[src/rtl/warp_pkg.sv]
// rtl/warp_pkg.sv - shared widths and per-warp lifecycle state for the warp status tracker
package warp_pkg;

  localparam int NUM_WARPS    = 16;
  localparam int WARPID_DEPTH = $clog2(NUM_WARPS);
  localparam int MAX_PENDING  = 4;
  localparam int PEND_DEPTH   = $clog2(MAX_PENDING + 1);

  typedef enum logic [1:0] {
    IDLE    = 2'd0,
    ACTIVE  = 2'd1,
    BARRIER = 2'd2,
    EXITING = 2'd3
  } warp_state_t;

endpackage

[src/rtl/warp_state_table_if.sv]
// rtl/warp_state_table_if.sv - launch/issue/writeback inputs and ready/status outputs of the warp tracker
interface warp_state_table_if;
  import warp_pkg::*;

  logic                    launch_valid;
  logic [NUM_WARPS-1:0]    launch_mask;
  logic                    issue_valid;
  logic [WARPID_DEPTH-1:0] issue_warp;
  logic                    issue_barrier;
  logic                    issue_exit;
  logic                    wb_valid;
  logic [WARPID_DEPTH-1:0] wb_warp;
  logic [NUM_WARPS-1:0]    ready;
  logic [NUM_WARPS-1:0]    active;
  logic                    all_done;
  logic                    barrier_release;
  logic                    err;

  modport master (
    output launch_valid, launch_mask, issue_valid, issue_warp, issue_barrier, issue_exit,
           wb_valid, wb_warp,
    input  ready, active, all_done, barrier_release, err
  );

  modport slave (
    input  launch_valid, launch_mask, issue_valid, issue_warp, issue_barrier, issue_exit,
           wb_valid, wb_warp,
    output ready, active, all_done, barrier_release, err
  );

endinterface

[src/rtl/warp_state_entry.sv]
// rtl/warp_state_entry.sv - one warp's lifecycle state, in-flight counter and protocol error strobe
module warp_state_entry
  import warp_pkg::*;
(
  input  logic        clk,
  input  logic        rst,
  input  logic        launch_hit,
  input  logic        issue_hit,
  input  logic        issue_barrier,
  input  logic        issue_exit,
  input  logic        wb_hit,
  input  logic        release_hit,
  output warp_state_t state,
  output logic        ready,
  output logic        err_strobe
);

  warp_state_t           state_next;
  logic [PEND_DEPTH-1:0] pending;
  logic [PEND_DEPTH-1:0] pending_next;
  logic                  issue_ok;
  logic                  wb_ok;

  assign ready    = (state == ACTIVE) && (pending < PEND_DEPTH'(MAX_PENDING));
  assign issue_ok = issue_hit && ready;
  assign wb_ok    = wb_hit && (pending != '0);

  always_ff @(posedge clk or posedge rst) begin
    if (rst) begin
      state   <= IDLE;
      pending <= '0;
    end else begin
      state   <= state_next;
      pending <= pending_next;
    end
  end

  always_comb begin
    state_next   = state;
    pending_next = pending;
    err_strobe   = 1'b0;

    // A simultaneous legal issue and retire cancel out on the counter.
    if (issue_ok && !wb_ok) begin
      pending_next = pending + 1'b1;
    end else if (wb_ok && !issue_ok) begin
      pending_next = pending - 1'b1;
    end

    if (issue_hit && !ready)                     err_strobe = 1'b1;
    if (wb_hit && (pending == '0))               err_strobe = 1'b1;
    if (issue_ok && issue_barrier && issue_exit) err_strobe = 1'b1;
    if (launch_hit && (state != IDLE))           err_strobe = 1'b1;

    unique case (state)
      IDLE: begin
        if (launch_hit) begin
          state_next   = ACTIVE;
          pending_next = '0;
        end
      end
      ACTIVE: begin
        if (issue_ok && issue_exit) begin
          state_next = EXITING;
        end else if (issue_ok && issue_barrier) begin
          state_next = BARRIER;
        end
      end
      BARRIER: begin
        if (release_hit) state_next = ACTIVE;
      end
      EXITING: begin
        if (pending_next == '0) state_next = IDLE;
      end
      default: state_next = IDLE;
    endcase
  end

endmodule

[src/rtl/warp_state_table.sv]
// rtl/warp_state_table.sv - per-warp status tracker producing the scheduler ready vector
module warp_state_table
  import warp_pkg::*;
(
  input  logic                clk,
  input  logic                rst,
  warp_state_table_if.slave   bus
);

  logic [NUM_WARPS-1:0] launch_hit;
  logic [NUM_WARPS-1:0] issue_dec;
  logic [NUM_WARPS-1:0] wb_dec;
  logic [NUM_WARPS-1:0] ready_vec;
  logic [NUM_WARPS-1:0] active_vec;
  logic [NUM_WARPS-1:0] is_active;
  logic [NUM_WARPS-1:0] is_barrier;
  logic [NUM_WARPS-1:0] err_vec;
  logic                 release_hit;
  logic                 barrier_release_q;
  logic                 err_q;
  warp_state_t          state_w [NUM_WARPS];

  assign launch_hit = bus.launch_valid ? bus.launch_mask : '0;

  always_comb begin
    issue_dec = '0;
    wb_dec    = '0;
    if (bus.issue_valid) issue_dec[bus.issue_warp] = 1'b1;
    if (bus.wb_valid)    wb_dec[bus.wb_warp]       = 1'b1;
  end

  for (genvar w = 0; w < NUM_WARPS; w++) begin : g_entry
    warp_state_entry u_entry (
      .clk           (clk),
      .rst           (rst),
      .launch_hit    (launch_hit[w]),
      .issue_hit     (issue_dec[w]),
      .issue_barrier (bus.issue_barrier),
      .issue_exit    (bus.issue_exit),
      .wb_hit        (wb_dec[w]),
      .release_hit   (release_hit),
      .state         (state_w[w]),
      .ready         (ready_vec[w]),
      .err_strobe    (err_vec[w])
    );
    assign is_active[w]  = (state_w[w] == ACTIVE);
    assign is_barrier[w] = (state_w[w] == BARRIER);
    assign active_vec[w] = (state_w[w] != IDLE);
  end

  // Only warps still able to reach the barrier hold it back; EXITING/IDLE never will.
  assign release_hit = ~|is_active && |is_barrier;

  always_ff @(posedge clk or posedge rst) begin
    if (rst) begin
      barrier_release_q <= 1'b0;
      err_q             <= 1'b0;
    end else begin
      barrier_release_q <= release_hit;
      err_q             <= err_q | (|err_vec);
    end
  end

  assign bus.ready           = ready_vec;
  assign bus.active          = active_vec;
  assign bus.all_done        = ~|active_vec;
  assign bus.barrier_release = barrier_release_q;
  assign bus.err             = err_q;

endmodule

[src/flat_wrapper.sv]
// flat-port wrapper written by rule: the top's interface ports become plain ports
module warp_state_table_flat import warp_pkg::*;
  (clk, rst, bus_launch_valid, bus_launch_mask, bus_issue_valid, bus_issue_warp, bus_issue_barrier, bus_issue_exit, bus_wb_valid, bus_wb_warp, bus_ready, bus_active, bus_all_done, bus_barrier_release, bus_err);
  warp_state_table_if bus_i ();
  input  logic clk;
  input  logic rst;
  input wire logic [$bits(bus_i.launch_valid)-1:0] bus_launch_valid;
  input wire logic [$bits(bus_i.launch_mask)-1:0] bus_launch_mask;
  input wire logic [$bits(bus_i.issue_valid)-1:0] bus_issue_valid;
  input wire logic [$bits(bus_i.issue_warp)-1:0] bus_issue_warp;
  input wire logic [$bits(bus_i.issue_barrier)-1:0] bus_issue_barrier;
  input wire logic [$bits(bus_i.issue_exit)-1:0] bus_issue_exit;
  input wire logic [$bits(bus_i.wb_valid)-1:0] bus_wb_valid;
  input wire logic [$bits(bus_i.wb_warp)-1:0] bus_wb_warp;
  output wire logic [$bits(bus_i.ready)-1:0] bus_ready;
  output wire logic [$bits(bus_i.active)-1:0] bus_active;
  output wire logic [$bits(bus_i.all_done)-1:0] bus_all_done;
  output wire logic [$bits(bus_i.barrier_release)-1:0] bus_barrier_release;
  output wire logic [$bits(bus_i.err)-1:0] bus_err;
  assign bus_i.launch_valid = bus_launch_valid;
  assign bus_i.launch_mask = bus_launch_mask;
  assign bus_i.issue_valid = bus_issue_valid;
  assign bus_i.issue_warp = bus_issue_warp;
  assign bus_i.issue_barrier = bus_issue_barrier;
  assign bus_i.issue_exit = bus_issue_exit;
  assign bus_i.wb_valid = bus_wb_valid;
  assign bus_i.wb_warp = bus_wb_warp;
  assign bus_ready = bus_i.ready;
  assign bus_active = bus_i.active;
  assign bus_all_done = bus_i.all_done;
  assign bus_barrier_release = bus_i.barrier_release;
  assign bus_err = bus_i.err;
  warp_state_table u_core (.clk(clk), .rst(rst), .bus(bus_i));
endmodule
[config.mk]
export PLATFORM = sky130hd
export DESIGN_NAME = warp_state_table_flat
export DESIGN_NICKNAME = d
export VERILOG_FILES = /design/src/rtl/warp_pkg.sv /design/src/rtl/warp_state_table_if.sv /design/src/rtl/warp_state_entry.sv /design/src/rtl/warp_state_table.sv /design/src/flat_wrapper.sv
export SDC_FILE = /design/constraint.sdc
export NUM_CORES = 1
export LEC_CHECK = 0
export ABC_AREA = 1
export CORE_ASPECT_RATIO = 1.4
export CORE_MARGIN = 2
export CORE_UTILIZATION = 40
export CTS_CLUSTER_SIZE = 16
export DETAILED_ROUTE_END_ITERATION = 8
export GPL_TIMING_DRIVEN = 0
export PLACE_DENSITY = 0.65
export RECOVER_POWER = 25
export SYNTH_ARGS = -nofsm -noshare
export SYNTH_HDL_FRONTEND = slang
export SYNTH_SLANG_ARGS = --single-unit
[constraint.sdc]
create_clock -name clk -period 3.05 [get_ports clk]
set_input_delay 0.305 -clock clk [delete_from_list [all_inputs] [get_ports clk]]
set_output_delay 0.305 -clock clk [all_outputs]
set_load 0.02 [all_outputs]
* Word level (Yosys, flattened, before mapping)
Cells that the tools add are included.
Cells by class: divide/modulo/power cells 0, $mul 0, shifts and indexed selects 0, bitwise gates (word level) 1, equal/unequal tests 112, reductions and logical operators 329, magnitude comparators 20, $add $sub $neg 32, muxes and demuxes 216
Operators by type and width (number):
- 3-bit two-way mux | 64
- 1-bit logical AND | 179
- 2-bit two-way mux | 65
- 2-bit case mux with 4 select lines | 16
- 3-bit zero test | 32
- 1-bit two-way mux | 66
- 2-bit == test, second input constant | 32
- 2-bit inequality test, second input constant | 32
- 4-bit AND reduction | 16
- 16-bit OR reduction | 4
- 1-bit zero test | 50
- 3-bit by 1-bit adder with 3-bit output, second input constant | 16
- 3-bit < comparator, second input constant | 16
- 16-bit two-way mux | 3
- 3-bit inequality test, second input constant | 16
- 3-bit nonzero test | 16
- 3-bit by 1-bit subtractor with 3-bit output, second input constant | 16
- 2-bit by 1-bit == test with 1-bit output, second input constant | 16
- 2-bit zero test | 16
- 2-bit by 1-bit inequality test with 1-bit output, second input constant | 16
- 2-bit nonzero test | 16
- 4-bit by 5-bit < comparator with 1-bit output, second input constant | 2
- 1-bit demux with 4-bit select | 2
- 4-bit by 1-bit >= comparator with 1-bit output, second input constant | 2
- 1-bit bitwise OR | 1
Word-level totals: logic and storage cells 744, memories kept 0, register bits after elaboration 82, RAM bits 0, memory bits (read-only) 0, latch bits 0

* Logic depth before layout (Yosys ltp)
Gate-level depths: netlist (run 1).
depth after elaboration 13, depth in mapped cells 15, depth with buffers taken out 15

* Hierarchy
From an unflattened synthesis (run 1), not the netlist that was laid out.
Second synthesis, totals: cell total of the unflattened synthesis 1365, area, all modules 8539.4 um2
By module, submodules not included:
- warp_state_entry | area an instance 474.2 um2, cells each 71, times used 16
- warp_state_table | area an instance 952.2 um2, cells each 229, times used 1

* Worst setup path after synthesis (run 1)
No wires, ideal clock.
path type register to output, start point reg u_core.g_entry[14].u_entry.state[0], end point out bus_all_done, buffers on the path 0, cell stages (with the launch flop) 4, path slack 1.301 ns, required time 2.745 ns, arrival 1.444 ns, cell sequence dfrtp_1 > nor2_1 > nand4_1 > nor4_1
On the way: cells in the longest elaborated chain, start to end 3
RTL lines:
- start, declared | RTL line warp_state_entry.sv:13 | output warp_state_t state,
- start signal, assigned | RTL line warp_state_entry.sv:33 | state <= state_next;
- 2-bit nonzero test | RTL line warp_state_table.sv:48 | assign active_vec[w] = (state_w[w] != IDLE);
- 16-bit OR reduction | RTL line warp_state_table.sv:66 | assign bus.all_done = ~|active_vec;
- 1-bit zero test | RTL line warp_state_table.sv:66
- end, declared | RTL line flat_wrapper.sv:17 | output wire logic [$bits(bus_i.all_done)-1:0] bus_all_done;
Every way passes these cells.

* Worst setup path in the final report (run 1)
Same ends and word-level chain as after synthesis.

==> results of run 1 <==
-- layout make-up --
| cell class | count | area (sq um) |
|---|---|---|
| Inverter | 191 | 718.2 |
| Buffer | 29 | 171.4 |
| Tap cell | 244 | 305.3 |
| Multi-Input combinational cell | 915 | 4534 |
| Clock inverter | 5 | 77.57 |
| Clock buffer | 11 | 242.7 |
| Sequential cell | 82 | 2052 |
| Fill cell | 1980 | 9693 |
| Antenna cell | 1 | 2.502 |
| Timing Repair Buffer | 64 | 658.1 |
-- final timing paths --
check	from	to	slack, ns
max	u_core.g_entry[14].u_entry.state[0]	bus_all_done	0.04
max in group asynchronous	rst	u_core.g_entry[5].u_entry.pending[0]	1.36
max reg2reg	u_core.g_entry[9].u_entry.state[1]	u_core.g_entry[9].u_entry.state[1]	0.63
min reg2reg	u_core.g_entry[13].u_entry.state[1]	u_core.g_entry[13].u_entry.state[1]	0.53
min	bus_issue_valid	u_core.g_entry[0].u_entry.state[1]	0.50
min in group asynchronous	rst	u_core.g_entry[10].u_entry.pending[1]	0.81
-- power groups by stage --
stage	sequential (mW)	clock (mW)	combinational [mW]
6_report	1.90	1.22	4.61
5_1_grt	1.96	1.28	5.21
4_1_cts	1.89	1.25	4.61
3_5_place_dp	1.91	0	4.58
3_3_place_gp	1.90	0	4.53
2_1_floorplan	1.81	0	3.31
-- routing by layer --
metal  GRT usage  up-vias  share of wire
li1            -     3926              -
met1      0.2909     3417           0.42
met2      0.3878      255           0.47
met3     0.03478       50          0.059
met4      0.1243        0          0.050
met5           0        -              0
-- layout by cell type (no fill, tap or decap), types with 12 or more instances in the layout --
cell type	netlist	final
nor2_1	196	196
xor2_1	26	26
dfrtp_1	82	82
buf_4	16	16
inv_1	182	181
nand3_1	99	99
nor2_2	12	12
o21ai_0	38	38
clkbuf_1	11	12
xnor2_1	13	13
o22ai_1	13	13
nand2_1	385	385
clkdlybuf4s50_1	0	62
nand4_1	23	23
ha_1	48	48
-- cells by family after synthesis --
kind of cell,after synthesis
compound gates,87
fa+ha+maj,48
simple gates,740
buf+inv,220
xor+xnor,40
flops,82
-- sequential cells by signal (all words and copies together), names as in the netlist --
signal and flops:
u_core.bus.err 1, u_core.g_entry.u_entry.pending 48, u_core.bus.barrier_release 1, u_core.g_entry.u_entry.state 32
-- synthesized netlist by cell type --
cell         n
clkbuf_1    11
clkinv_1     3
inv_2        6
a21boi_1     6
buf_2        2
nor2_2      12
nand2_2      2
ha_1        48
o21ai_0     38
nand4_1     23
a22oi_1      1
a211oi_1     1
nor4_1       5
o21ai_1      5
or2_2        2
nor2_4       3
nand3_1     99
nand3b_1     4
xor2_2       1
and2_1       2
o2111ai_1    2
o22ai_1     13
a21oi_1     10
a21boi_0     8
nand2_1    385
o211ai_1     1
xnor2_1     13
xor2_1      26
dfrtp_1     82
inv_1      182
buf_4       16
a21o_1       2
nor3_1       7
nor2_1     196
-- worst max-delay path, delay by kind of cell (launching register included) --
family	cells	cell delay (ns)
flip-flops	1	0.45
AND/OR/NAND/NOR	3	1.20
buffers and inverters	1	0.69
-- stage by stage --
step / area [sq um] / TNS (ns)
after floorplan: 7468 / 0
after global placement: 8404 / -91.92
after detailed placement: 8434 / 0
after CTS: 8755 / 0
after global routing: 8760 / 0
final: 8762 / 0
-- repair_timing --
| action | 4_1_cts | 5_1_grt |
|---|---|---|
| hold endpoints to repair | 0 | 0 |
| hold buffers | 0 | 0 |
| gates resized for setup | 0 | 1 |
| setup endpoints to repair | 0 | 1 |
==> flow_summary.ini, run 1 <==
[route]
drt_first_iter_violations = 681
drc = 0
ant_nets = 0
wl_per_cell_um = 14.58
dr.pass1.iters = 5
routed_via_density = 4.960
vias = 7648
drt_wl_total_um = 22480

[run_status]
outcome = finished with violations
violations = max-capacitance violations, max-slew violations

[critical_path]
arrival_ns = 2.70
critPathSlowestCell = clkdlybuf4s50_1
worstPathRequired_ns = 2.74
cp_max_fo = 7
crit_chain = nor2_1, nand4_1, nor4_2, clkdlybuf4s50_1
cpPeakStageDelay_ns = 0.69
path_class = register to output port
end_kind = output port
start_kind = register
reg2reg_depth = 13

[clock_tree]
cts-root-buf = clkbuf_16
path_clk_slew_ns = 0.07
cts_tree = done
clk_latency_ns = 0.36
cts-htree-levels = 3
cts_buffers = 9
cts_setup_buffers = 0
cts_buffer_depth = 2
cts_sinks = 82

[sta]
fin_crit_ns = 3.008
finalHoldViolations = 0
hold-worst-slack_ns = 0.4986
layout_worst_path_cycle_share = 0.9864
slew_viol_final = 33
fin_skew_ns = 0.009671
rsz0062_at_grt = false
finalWorstSetupSlack_ns = 0.04163
slew_headroom = -0.1245
setup_violations = 0
worstMarginPinSlew_ns = 1.677
fmaxAchievable_ghz = 0.3324

[power_and_ir_drop]
ir_drop_mv = 0.5198
swShare = 0.4702
p_switching_mw = 3.632
power_frac_comb = 0.597
p_int_mw = 4.092
seq_power_share = 0.246
power_leakage_nw = 4.887
clockPowerShare = 0.158
power_per_cell_area_nw_per_um2 = 881.5
total_power_mw = 7.724

[die]
die_area_sq_um = 19800
core-area_sq_um = 18460
chipWidth_um = 119.5
initial_core_util = 0.4047
ios = 66
row_count = 59
die_h_um = 165.7

[placed_design]
pre_cts_ws_ns = 0.3005
portBuffers = 63
hpwl_um = 18150
dp.cells = 1525
place_congestion = 0.9646

[logic_synthesis]
syn_area_sq_um = 7468
synth_xor_area_frac = 0.04791
yosys.area_share.simple = 0.4101
synth_top_family_by_area = simple AND/OR/NAND/NOR gates
avgSynthCellArea_sq_um = 6.137
ys_seq_elements = 82
synth_compound_area_frac = 0.06785
synthDistinctLibCells = 34
synth_fa_ha_area_frac = 0.08042
synthesis.nets = 1296
ys_seq_area_frac = 0.2748
synthDominantAreaCellType = dfrtp_1
synth_cells = 1217
synth_top_area_frac = 0.2748
ys_top_cells_by_area = dfrtp_1 (27%), nand2_1 (19%), nor2_1 (9.9%), inv_1 (9.1%), ha_1 (8.0%)
yosys_warnings = 0
muxShareOfSynthArea = 0

[finish]
num-nets-final = 1371
fin_util = 0.4748
drive_gt1_frac = 0.04780
area_growth_pct = 17.32
stdcell_count = 1542

[global_routing]
grt.overflow.total = 0
first_global_vias = 7318
grt_util_all_layers = 0.2337
grt_pass1_wl_um = 36290
grt_max_degree = 51
grt_antenna_before_repair = 1

[job]
max_cap_viol_count = 1

[min_path]
hp-class = primary input to register
holdPathStages = 5
No activity file was read; power rests on OpenSTA's default activity.
==> inputs of run 2 (changes only) <==
--- a/config.mk
+++ b/config.mk
@@ -8,11 +8,11 @@
 export ABC_AREA = 1
 export CORE_ASPECT_RATIO = 1.4
 export CORE_MARGIN = 2
-export CORE_UTILIZATION = 40
+export CORE_UTILIZATION = 60
 export CTS_CLUSTER_SIZE = 16
 export DETAILED_ROUTE_END_ITERATION = 8
 export GPL_TIMING_DRIVEN = 0
-export PLACE_DENSITY = 0.65
+export PLACE_DENSITY = 0.89
 export RECOVER_POWER = 25
 export SYNTH_ARGS = -nofsm -noshare
 export SYNTH_HDL_FRONTEND = slang
==> flow_summary.ini, run 2 (same netlist as run 1, synthesis figures left out) <==
[run_status]
outcome = finished with violations
violations = max-capacitance violations, max-slew violations

[critical_path]
worst-path-stages = 4
critPathSlowestCell = clkdlybuf4s50_1
cp_max_fo = 7
cpPeakStageDelay_ns = 0.70
start_kind = register
end_kind = output port
crit_family = simple AND/OR/NAND/NOR gates
arrival_ns = 2.65
crit_chain = nor2_1, nand4_1, nor4_1, clkdlybuf4s50_1
path_class = register to output port
critPathBufInv = 1
worstPathRequired_ns = 2.74
reg2reg_depth = 13

[finish]
drive_gt1_frac = 0.04703
layout_commonest_cell = nand2_1
largest_reg_flops = 48
top_regs = u_core.g_entry.u_entry.pending x48, u_core.g_entry.u_entry.state x32
area_growth_pct = 15.11
num-nets-final = 1371
finish.instance_area_sq_um = 8597
final_cell_mix = nand2_1 (385), nor2_1 (196), inv_1 (181)
largest_register = u_core.g_entry.u_entry.pending
diodes = 0

[power_and_ir_drop]
power_leakage_nw = 4.856
total_power_mw = 7.597
power_per_cell_area_nw_per_um2 = 883.7
ir_drop_mv = 0.4991

[clock_tree]
cts_sinks = 82
cts_buffer_depth = 2
cts_setup_buffers = 0
cts_buffers = 9
cts-htree-levels = 3
cts_tree = done
clk_latency_ns = 0.36
cts-root-buf = clkbuf_16
path_clk_slew_ns = 0.06
postCtsHoldBufs = 0
cts_resized = 0

[die]
die_h_um = 136.0
die_area_sq_um = 13370
initial_core_util = 0.6096
chipWidth_um = 98.29
ios = 66
row_count = 48
core-area_sq_um = 12250

[sta]
slew_headroom = -0.1600
worstMarginPinSlew_ns = 1.730
slew_viol_final = 37
fin_skew_ns = 0.009882
finalHoldViolations = 0
fmaxAchievable_ghz = 0.3387
layout_worst_path_cycle_share = 0.9681
rsz0062_at_grt = false
setup_violations = 0
fin_crit_ns = 2.953

[global_routing]
first_global_vias = 7372
grt_pass1_wl_um = 33980
grt_util_all_layers = 0.3202
grt_antenna_before_repair = 1
grt.overflow.total = 0
grt_max_degree = 47

[route]
routed_via_density = 5.548
dr.pass1.iters = 6
drt_first_iter_violations = 790
vias = 8028
ant_nets = 0
wl_per_cell_um = 14.72
drc = 0
drt_wl_total_um = 21300

[min_path]
hp-class = primary input to register
holdPathStages = 5

[job]
max_cap_viol_count = 1

[placed_design]
placed_area_sq_um = 8317
hpwl_um = 16820
place_congestion = 1.023
portBuffers = 63
## run 2: changes by cell type in the layout (fill, tap and decap cells not counted)
cell	before	now
clkinvlp_4	1	4
diode_2	1	0
nor4_2	1	0
clkinv_2	2	0
nor4_1	4	5
inv_6	0	1
bufinv_16	2	0
## run 2: layer usage
layer	global-route usage	up-vias	wire length, um
li1	-	3909	-
met1	0.3821	3566	8051
met2	0.5246	446	9724
met3	0.05810	105	2023
met4	0.2154	2	1483
met5	0	-	12
## run 2: final timing paths
kind                                                startpoint                                   end  slack [ns]
min in group asynchronous                                  rst  u_core.g_entry[9].u_entry.pending[1]        0.83
max in group asynchronous                                  rst  u_core.g_entry[5].u_entry.pending[1]        1.35
max                        u_core.g_entry[14].u_entry.state[0]                          bus_all_done         0.1
max reg2reg                u_core.g_entry[11].u_entry.state[1]    u_core.g_entry[7].u_entry.state[1]        0.66
min                                            bus_issue_valid    u_core.g_entry[8].u_entry.state[1]        0.51
min reg2reg                u_core.g_entry[13].u_entry.state[1]   u_core.g_entry[13].u_entry.state[1]        0.53
## run 2: layout make-up
class / instances / area, sq um
multi-input cells: 915 / 4528
fillers: 1058 / 3655
flip-flops and latches: 82 / 2052
inverters: 191 / 718.2
repair buffers: 64 / 658.1
clock buffers: 11 / 242.7
well taps: 150 / 187.7
plain buffers: 29 / 171.4
clock inverters: 5 / 38.79
## run 2: tightest hold or removal path, delay by kind of cell
kind | cells | cell delay (ns)
AND/OR/NAND/NOR | 4 | 0.36
buffers and inverters | 1 | 0.16
## run 2: through the flow
stage	hold WS (ns)	instances	setup TNS (ns)	util	setup slack, ns
after floorplan	0.4470	1217	0	-	0.6366
after global placement	0.5119	1430	-67.51	0.6764	-0.8315
after detailed placement	0.5126	1431	0	0.6788	0.4190
after CTS	0.3602	1447	0	0.7018	0.2005
after global routing	0.5230	1447	0	0.7017	0.1159
final	0.5060	1447	0	0.7017	0.09722
## run 2: power by group
group / leakage, nW / internal, mW / switching [mW]
Sequential: 1.03 / 1.49 / 0.417
Clock: 0.124 / 0.577 / 0.484
Combinational: 3.70 / 1.86 / 2.76
==> inputs of run 3 (changes only) <==
--- a/config.mk
+++ b/config.mk
@@ -14,6 +14,7 @@
 export GPL_TIMING_DRIVEN = 0
 export PLACE_DENSITY = 0.89
 export RECOVER_POWER = 25
+export REMOVE_ABC_BUFFERS = 1
 export SYNTH_ARGS = -nofsm -noshare
 export SYNTH_HDL_FRONTEND = slang
 export SYNTH_SLANG_ARGS = --single-unit
==> flow_summary.ini, run 3 (same netlist as run 1, synthesis figures left out) <==
[run_status]
outcome = finished with violations
violations = max-capacitance violations, max-slew violations

[power_and_ir_drop]
swShare = 0.4919
total_power_mw = 7.389
seq_power_share = 0.264
p_switching_mw = 3.635
ir_drop_mv = 0.4540
power_frac_comb = 0.595
clockPowerShare = 0.141
p_int_mw = 3.754
power_per_cell_area_nw_per_um2 = 876.4
power_leakage_nw = 4.768

[min_path]
hold_path_end = u_core.g_entry[13].u_entry.state[1]
min_from = u_core.g_entry[13].u_entry.state[1]
hp-class = register to register
holdPathStages = 2

[finish]
area_growth_pct = 12.88
finish.instance_area_sq_um = 8431
largest_reg_flops = 48
fin_util = 0.6881
seq_area_sq_um = 2052
fillerInstances = 1088
largest_register = u_core.g_entry.u_entry.pending
stdcell_count = 1420
num-nets-final = 1344
final_cell_mix = nand2_1 (385), nor2_1 (196), inv_1 (181)
diodes = 0
drive_gt1_frac = 0.03150
top_regs = u_core.g_entry.u_entry.pending x48, u_core.g_entry.u_entry.state x32
multi_input_comb_area_sq_um = 4528
layout_commonest_cell = nand2_1

[critical_path]
worst-path-stages = 4
crit_chain = nor2_1, nand4_1, nor4_1, clkdlybuf4s50_1
r2r_end = u_core.g_entry[0].u_entry.state[0]
arrival_ns = 2.63
start_kind = register
reg2reg_depth = 12
crit_family = simple AND/OR/NAND/NOR gates
critPathBufInv = 1
rrSetupSlack_ns = 0.72
r2r_start = u_core.g_entry[14].u_entry.state[1]
path_class = register to output port
worstPathRequired_ns = 2.74
cp_max_fo = 7
end_kind = output port
critPathSlowestCell = clkdlybuf4s50_1
cpPeakStageDelay_ns = 0.68

[clock_tree]
cts_tree = done
clk_latency_ns = 0.35
cts_buffer_depth = 2
cts_buffers = 9
cts-htree-levels = 3
cts-root-buf = clkbuf_16
cts_setup_buffers = 0
path_clk_slew_ns = 0.06
cts_sinks = 82
cts_resized = 0
postCtsHoldBufs = 0

[route]
dr.pass1.iters = 9
wl_per_cell_um = 15.23
drt_wl_total_um = 21630
drc = 0
routed_via_density = 5.672
drt_first_iter_violations = 760
ant_nets = 0
vias = 8054

[sta]
finalWorstSetupSlack_ns = 0.1142
slew_viol_final = 36
fin_crit_ns = 2.936
fin_skew_ns = 0.004710
setup_violations = 0
rsz0062_at_grt = false
finalHoldViolations = 0
fmaxAchievable_ghz = 0.3406
tns_ns = 0
slew_headroom = -0.1594
layout_worst_path_cycle_share = 0.9626
hold-worst-slack_ns = 0.5456
worstMarginPinSlew_ns = 1.730

[global_routing]
grt.overflow.total = 0
grt_max_degree = 48
grt_antenna_before_repair = 0
first_global_vias = 7549
grt_util_all_layers = 0.3259
grt_pass1_wl_um = 34660

[die]
row_count = 48
core-area_sq_um = 12250
die_area_sq_um = 13370
chipWidth_um = 98.29
ios = 66
initial_core_util = 0.6096
die_h_um = 136.0

[placed_design]
placed_area_sq_um = 8165
portBuffers = 65
pre_cts_ws_ns = 0.3503
place_congestion = 1.002
dp.cells = 1404
hpwl_um = 16760

[job]
max_cap_viol_count = 1
[run 3: cell count changes in the layout (fill, tap and decap cells not counted), sizes merged]
cell | before | now
clkdlybuf4s50 | 62 | 64
inv | 188 | 187
clkbuf | 22 | 14
clkinvlp | 5 | 2
buf | 19 | 1
clkinv | 3 | 4
[run 3: layer usage]
metal | vias up | track usage | share of wire
met1 | 3586 | 0.3879 | 0.38
met5 | - | 0 | 0
met4 | 0 | 0.2207 | 0.069
met2 | 467 | 0.5351 | 0.46
li1 | 3879 | - | -
met3 | 122 | 0.05810 | 0.092
[run 3: power groups by stage]
stage | registers, mW | clock network (mW) | logic, mW
floorplan | 1.84 | 0 | 3.06
global placement | 1.94 | 0 | 4.17
detailed placement | 1.96 | 0 | 4.30
CTS | 1.94 | 1.04 | 4.35
global route | 2.01 | 1.07 | 4.91
finish | 1.95 | 1.04 | 4.39
[run 3: final cells by class]
| class | instances | share of cell area |
|---|---|---|
| multi-input combinational | 915 | 0.5371 |
| sequential | 82 | 0.2434 |
| inverter | 191 | 0.08519 |
| timing repair buffer | 66 | 0.08044 |
| clock buffer | 14 | 0.03013 |
| tap | 150 | 0.02226 |
| clock inverter | 2 | 0.001484 |
[run 3: how the worst max path moves through the flow]
stage                                                   start                                   end  slack (ns)
after floorplan                                           rst            u_core.bus.barrier_release        0.64
after global placement                                    rst  u_core.g_entry[7].u_entry.pending[2]       -0.87
after detailed placement                       bus_wb_warp[2]    u_core.g_entry[2].u_entry.state[1]        0.35
after CTS                 u_core.g_entry[14].u_entry.state[0]                          bus_all_done        0.16
after global routing      u_core.g_entry[14].u_entry.state[0]                          bus_all_done        0.05
final                     u_core.g_entry[14].u_entry.state[0]                          bus_all_done        0.11
[run 3: worst register-to-register path, delay by kind of cell, from the launching register on]
family                 cells  cell delay, ns
DFF                        1            0.41
buffers and inverters      2            0.61
and+or+nand+nor           10            1.19
